$ cat src/rtl/gp_register_file_pkg.sv
`default_nettype none
// ============================================================================
// Module      : gp_register_file_pkg
// Description : Shared types and helpers for the general-purpose register
//               file. Holds the in-place operation encoding and the function
//               that sizes the register-select fields.
// Revision    : 1.0 - initial release
// ============================================================================
package gp_register_file_pkg;

  // In-place operation applied to the register chosen by op_sel.
  typedef enum logic [1:0] {
    OP_NONE = 2'b00,
    OP_INC  = 2'b01,
    OP_DEC  = 2'b10,
    OP_CLR  = 2'b11
  } reg_op_e;

  // Width of a register-select field. A single bit is kept even for tiny
  // files so that the select ports never collapse to zero width.
  function automatic int gp_sel_width(input int num_regs);
    return (num_regs <= 2) ? 1 : $clog2(num_regs);
  endfunction

endpackage
`default_nettype wire

$ cat src/rtl/gp_register_cell.sv
`default_nettype none
// ============================================================================
// Module      : gp_register_cell
// Description : One WIDTH-bit register supporting load, increment, decrement
//               and clear. Reports its value, a zero flag and a one-cycle
//               wrap_event when an INC/DEC crosses the all-ones/zero boundary.
// Ports       : clk            - system clock
//               reset          - asynchronous active-high reset
//               load_i         - take load_data_i on the next rising edge
//               load_data_i    - data to load
//               op_i           - in-place operation (ignored when loading)
//               value_o        - current register contents
//               zero_o         - value_o == 0
//               wrap_event_o   - the operation applied this cycle wraps
// Revision    : 1.0 - initial release
// ============================================================================
module gp_register_cell
  import gp_register_file_pkg::*;
#(
  parameter int               WIDTH       = 8,
  parameter logic [WIDTH-1:0] RESET_VALUE = '0
) (
  input  logic             clk,
  input  logic             reset,
  input  logic             load_i,
  input  logic [WIDTH-1:0] load_data_i,
  input  reg_op_e          op_i,
  output logic [WIDTH-1:0] value_o,
  output logic             zero_o,
  output logic             wrap_event_o
);

  localparam logic [WIDTH-1:0] C_ONE = WIDTH'(1);

  logic [WIDTH-1:0] value_q;
  logic [WIDTH-1:0] value_d;
  logic             wrap_event;

  // A load pre-empts the operation entirely, so a discarded op can never
  // raise a wrap event.
  always_comb begin
    value_d    = value_q;
    wrap_event = 1'b0;
    if (load_i) begin
      value_d = load_data_i;
    end else begin
      case (op_i)
        OP_INC: begin
          value_d    = value_q + C_ONE;
          wrap_event = &value_q;
        end
        OP_DEC: begin
          value_d    = value_q - C_ONE;
          wrap_event = ~|value_q;
        end
        OP_CLR: begin
          value_d = '0;
        end
        default: begin
          value_d = value_q;
        end
      endcase
    end
  end

  always_ff @(posedge clk or posedge reset) begin
    if (reset) begin
      value_q <= RESET_VALUE;
    end else begin
      value_q <= value_d;
    end
  end

  assign value_o      = value_q;
  assign zero_o       = ~|value_q;
  assign wrap_event_o = wrap_event;

endmodule
`default_nettype wire

$ cat src/rtl/gp_register_file.sv
`default_nettype none
// ============================================================================
// Module      : gp_register_file
// Description : NUM_REGS general-purpose registers of WIDTH bits. Each loads
//               from the shared bus and supports in-place INC/DEC/CLR. Two
//               combinational read ports, per-register zero flags and a
//               sticky wrap flag for loop counters and conditional jumps.
// Ports       : clk        - system clock, rising-edge updates
//               reset      - asynchronous active-high reset
//               load       - write bus_in into register load_sel
//               load_sel   - register index for load
//               bus_in     - shared bus data
//               op         - 00 NONE, 01 INC, 10 DEC, 11 CLR
//               op_sel     - register index for op
//               rd_sel_a/b - read port indices
//               rd_data_a/b- read port data (0 for out-of-range index)
//               zero_flags - bit i set when register i is zero
//               wrap       - sticky, set by a wrapping INC/DEC
// Revision    : 1.0 - initial release
// ============================================================================
module gp_register_file
  import gp_register_file_pkg::*;
#(
  parameter int                 WIDTH       = 8,
  parameter int                 NUM_REGS    = 4,
  parameter logic [WIDTH-1:0]   RESET_VALUE = '0,
  localparam int                SEL_W       = gp_sel_width(NUM_REGS)
) (
  input  logic                clk,
  input  logic                reset,
  input  logic                load,
  input  logic [SEL_W-1:0]    load_sel,
  input  logic [WIDTH-1:0]    bus_in,
  input  logic [1:0]          op,
  input  logic [SEL_W-1:0]    op_sel,
  input  logic [SEL_W-1:0]    rd_sel_a,
  input  logic [SEL_W-1:0]    rd_sel_b,
  output logic [WIDTH-1:0]    rd_data_a,
  output logic [WIDTH-1:0]    rd_data_b,
  output logic [NUM_REGS-1:0] zero_flags,
  output logic                wrap
);

  reg_op_e             op_e;
  logic [WIDTH-1:0]    values [NUM_REGS];
  logic [NUM_REGS-1:0] load_hits;
  logic [NUM_REGS-1:0] wrap_events;
  logic                wrap_q;
  logic                wrap_d;

  assign op_e = reg_op_e'(op);

  // Select decode happens per cell; an out-of-range index matches no cell,
  // so such loads and ops fall through without touching any state.
  for (genvar i = 0; i < NUM_REGS; i++) begin : g_cells
    reg_op_e cell_op;

    assign load_hits[i] = load && (load_sel == SEL_W'(i));
    assign cell_op      = (op_sel == SEL_W'(i)) ? op_e : OP_NONE;

    gp_register_cell #(
      .WIDTH       (WIDTH),
      .RESET_VALUE (RESET_VALUE)
    ) u_cell (
      .clk          (clk),
      .reset        (reset),
      .load_i       (load_hits[i]),
      .load_data_i  (bus_in),
      .op_i         (cell_op),
      .value_o      (values[i]),
      .zero_o       (zero_flags[i]),
      .wrap_event_o (wrap_events[i])
    );
  end

  // A wrap in the same cycle as a clearing load must leave the flag set,
  // hence the set term is OR-ed in after the clear.
  always_comb begin
    wrap_d = wrap_q;
    if (|load_hits) begin
      wrap_d = 1'b0;
    end
    if (|wrap_events) begin
      wrap_d = 1'b1;
    end
  end

  always_ff @(posedge clk or posedge reset) begin
    if (reset) begin
      wrap_q <= 1'b0;
    end else begin
      wrap_q <= wrap_d;
    end
  end

  assign wrap = wrap_q;

  // Read ports default to zero so an unmatched index reads as 0.
  always_comb begin
    rd_data_a = '0;
    rd_data_b = '0;
    for (int i = 0; i < NUM_REGS; i++) begin
      if (rd_sel_a == SEL_W'(i)) begin
        rd_data_a = values[i];
      end
      if (rd_sel_b == SEL_W'(i)) begin
        rd_data_b = values[i];
      end
    end
  end

endmodule
`default_nettype wire

$ cat config.mk
export PLATFORM = sky130hd
export DESIGN_NAME = gp_register_file
export DESIGN_NICKNAME = d
export VERILOG_FILES = /design/src/rtl/gp_register_file_pkg.sv /design/src/rtl/gp_register_cell.sv /design/src/rtl/gp_register_file.sv
export SDC_FILE = /design/constraint.sdc
export NUM_CORES = 1
export LEC_CHECK = 0
export ABC_CLOCK_PERIOD_IN_PS = 2800
export CAP_MARGIN = 5
export CORE_MARGIN = 1.5
export CORE_UTILIZATION = 35
export CTS_CLUSTER_SIZE = 16
export DETAILED_ROUTE_END_ITERATION = 10
export PLACE_DENSITY = 0.53
export SLEW_MARGIN = 20
export SYNTH_ARGS = -nofsm -noshare
export SYNTH_HDL_FRONTEND = slang
export SYNTH_SLANG_ARGS = --single-unit
$ cat constraint.sdc
create_clock -name clk -period 2.8 [get_ports clk]
set_input_delay 0.84 -clock clk [delete_from_list [all_inputs] [get_ports clk]]
set_output_delay 0.84 -clock clk [all_outputs]
set_load 0.03 [all_outputs]
==> run_results.csv <==
group,metric,value,unit
cells_and_area,final_cell_mix,"buf_4 (122), nand2_1 (39), dfrtp_1 (33)",
clock_network,cts_root_buf,"clkbuf_16",
cells_and_area,layout-drive-gt1-share,0.436,
drt,wl_per_cell,18.0,um
cells_and_area,final-seq-area,826,um2
power_and_ir_drop,fin_total_pwr,0.00440,W
floorplanning,rows,39,
synthesis,postSynth.asyncResetShare,1.00,
critical_path,critical_path_buf_inv_count,4,
clock_network,h-tree-depth,2,
critical_path,crit_chain,"buf_8 -> buf_6 -> buf_6 -> and3b_2 -> inv_2 -> ha_4 -> xor2_2 -> ha_2 -> a21boi_2 -> o221ai_2 -> nand3_1 -> a32o_1 -> xor2_1 -> a22o_1",
synthesis,synth-edff-count,0,
clock_network,hold_buffers,0,
global_routing,grt_use_total,0.223,
clock_network,cts_tree,"built",
critical_path,setup.worst_path.start_class,"primary input",
global_routing,first_global_vias,4159,
global_routing,grt_overflow_total,0,
sta,rsz0062_at_grt,"true",
drt,postRouteAntennaNets,0,
synthesis,avgSynthCellArea,8.56,um2
power_and_ir_drop,p_leak,2.65,nW
floorplanning,die_area,0.0122,mm2
drt,vias,4231,
synthesis,ys_ff_latch,33,
drt,drtPass1Iterations,5,
synthesis,syn_nets,523,
cells_and_area,fill_cells,1046,
job,max_cap_viol_count,0,
global_routing,grt_first_pass_wirelength,22.1,mm
sta,relSlewSlack,0.601,
critical_path,worst-path-max-fanout,4,
drt,postRouteWirelength,13.6,mm
critical_path,cp.arrival,3060,ps
sta,clock_skew,2.33,ps
critical_path,r2r-end,"g_cells[2].u_cell.value_o[6]",
critical_path,rrSetupSlack,560,ps
run_status,violations,"negative setup slack",
worst_hold_path,min-delay-start,"wrap",
cells_and_area,nets,662,
power_and_ir_drop,p_clk_frac,0.129,
global_routing,grt_max_degree,34,
sta,slew_viol_final,0,
worst_hold_path,holdPathEnd,"wrap",
power_and_ir_drop,seqPwrFrac,0.228,
critical_path,crit_required,2970,ps
clock_network,cts.sinks,33,
power_and_ir_drop,power.internal,0.00244,W
synthesis,seq_area_frac_synth,0.204,
sta,hold_viol,0,
place,port_buffers,41,
synthesis,ys_types,66,
floorplanning,die-height,111,um
critical_path,slowest_delay,270,ps
sta,fin_tns_setup,-269,ps
worst_hold_path,hold_class,"reg -> reg",
critical_path,critPathKind,"in -> reg",
floorplanning,initial_core_util,0.357,
critical_path,r2r_cells,8,
drt,drt_iter0_markers,223,
sta,min_period_over_period,1.03,
global_routing,antenna_found_initial,0,
critical_path,end_kind,"flip-flop",
floorplanning,ios,42,
sta,period_minus_slack,2890,ps
sta,setup_viol,5,
clock_network,insertion_delay,280,ps
critical_path,cpMostUsedCell,"buf_6",
sta,max_freq,346,MHz
synthesis,synth-main-ff-cell,"dfrtp_1",
critical_path,r2r-start,"g_cells[2].u_cell.value_o[1]",
power_and_ir_drop,power.share.combinational,0.642,
worst_hold_path,worstHoldPathCells,2,
place,place_congestion,0.875,
critical_path,crit_family,"compound AO/OA/AOI/OAI gates",
place,hpwl,10.5,mm
cells_and_area,diodes,0,
power_and_ir_drop,ir_worst_vdd,0.485,mV
floorplanning,fp.coreArea,0.0114,mm2
power_and_ir_drop,p_switching,0.00196,W
drt,viasPerCell,5.59,
sta,fin_ws,-88.9,ps
synthesis,yosys_warnings,0,
critical_path,slowest_stage,"and3b_2",
clock_network,path_clk_slew,50,ps
clock_network,cts_buffers,5,
cells_and_area,final_common_cell,"buf_4",
synthesis,syn_area,0.00406,mm2
cells_and_area,area_delta_synth_final,50.2,%
run_status,status,"complete, but fails checks",
sta,worstMarginPinSlew,597,ps
cells_and_area,multi_input_area,0.00338,mm2
floorplanning,die_width,111,um
clock_network,cts_buffer_depth,2,
power_and_ir_drop,power_density,722,mW/mm2
synthesis,synthCells,474,
drt,drc,0,
power_and_ir_drop,sw_frac_of_total,0.446,
## cell type report
type | instances | area share
clock inverters | 1 | 0.000821
clock buffers | 7 | 0.0250
well taps | 143 | 0.0294
flip-flops and latches | 33 | 0.135
multi-input cells | 377 | 0.555
inverters | 20 | 0.0127
repair buffers | 176 | 0.242
## how the worst max path moves through the flow
stage               startpoint                            to  slack, ps  cells past startpoint
floorplan            op_sel[1]  g_cells[1].u_cell.value_o[6]       -210                     13
global placement     op_sel[1]  g_cells[2].u_cell.value_o[7]       -730                     13
detailed placement   op_sel[1]  g_cells[2].u_cell.value_o[7]       -760                     13
CTS                  op_sel[1]  g_cells[0].u_cell.value_o[6]       -170                     14
global route         op_sel[0]  g_cells[0].u_cell.value_o[6]       -220                     15
finish               op_sel[1]  g_cells[1].u_cell.value_o[6]        -90                     14
## state kept, by name, summed over array words and instances (netlist names)
| signal | flops |
|---|---|
| g_cells.u_cell.value_o | 32 |
| wrap | 1 |
## cell families after synthesis
| family | count (synthesis) | synth area share |
|---|---|---|
| and+or+nand+nor | 148 | 0.195 |
| AOI/OAI and AO/OA | 136 | 0.241 |
| buffers and inverters | 64 | 0.0725 |
| muxes | 36 | 0.139 |
| DFF | 33 | 0.204 |
| xor gates and xnor gates | 29 | 0.0626 |
| adders and majority gates | 28 | 0.0864 |
## worst min-delay path, stage by stage (launching register included)
cell	delay [ps]
dfrtp_1	350
a21oi_1	70
nand2_1	50
## cells in the mapped netlist, types with 3 or more instances
cell type   n  area, um2
nand2_1    40        150
dfrtp_1    33        826
nor2_1     31        116
ha_1       28        350
a21oi_1    24        120
xor2_1     21        184
inv_1      20       75.1
buf_2      18       90.1
mux2i_1    17        170
o21ai_0    17       85.1
clkbuf_1   16       60.1
mux4_2     16        360
a22o_1     14        123
nand3_1    12       60.1
o31ai_1    11       82.6
nor3b_1     9       67.6
xnor2_1     8       70.1
a31oi_1     7       43.8
nor3_1      7       35.0
o21ai_1     7       35.0
and3_1      6       37.5
buf_4       6       45.0
nor2b_1     6       37.5
o21a_1      6       45.0
nand2b_1    5       31.3
a211oi_1    4       30.0
a21boi_1    4       30.0
and3b_1     4       35.0
nor4_1      4       25.0
nor4bb_1    4       40.0
o211ai_1    4       30.0
o22ai_1     4       25.0
or4_1       4       30.0
a21o_1      3       22.5
a32o_1      3       30.0
a41oi_1     3       26.3
nand3b_1    3       22.5
nand4_1     3       18.8
## metal layers
metal,up-vias,global-route usage,part of all wire
li1,2044,-,-
met5,-,0,0
met4,0,0.0462,0.019
met2,90,0.386,0.50
met3,21,0.0268,0.037
met1,2076,0.300,0.45
## power groups by stage
stage | sequential (W) | clock [W] | combinational [W]
after floorplan | 0.000805 | 0 | 0.00173
after global placement | 0.000981 | 0 | 0.00250
after detailed placement | 0.000991 | 0 | 0.00251
after CTS | 0.000995 | 0.000575 | 0.00269
after global routing | 0.00104 | 0.000607 | 0.00305
final | 0.00100 | 0.000570 | 0.00283
## what timing repair did
item                       in CTS  in global routing
setup endpoints to repair      43                 24
gates resized for setup       105                 39
setup buffers                  17                  7
pin swaps                      44                 44
gates cloned                    0                  0
## stage by stage
step / hold slack (ps) / instance area, um2 / setup WS (ps) / cells / util
final: 500 / 6090 / -88.9 / 757 / 0.536
after global routing: 545 / 6090 / -217 / 757 / 0.536
after CTS: 510 / 5920 / -166 / 751 / 0.521
after detailed placement: 497 / 5410 / -758 / 728 / 0.476
after global placement: 488 / 5410 / -730 / 728 / 0.476
after floorplan: 583 / 4240 / -208 / 474 / -
No activity file was read; power rests on OpenSTA's default activity.
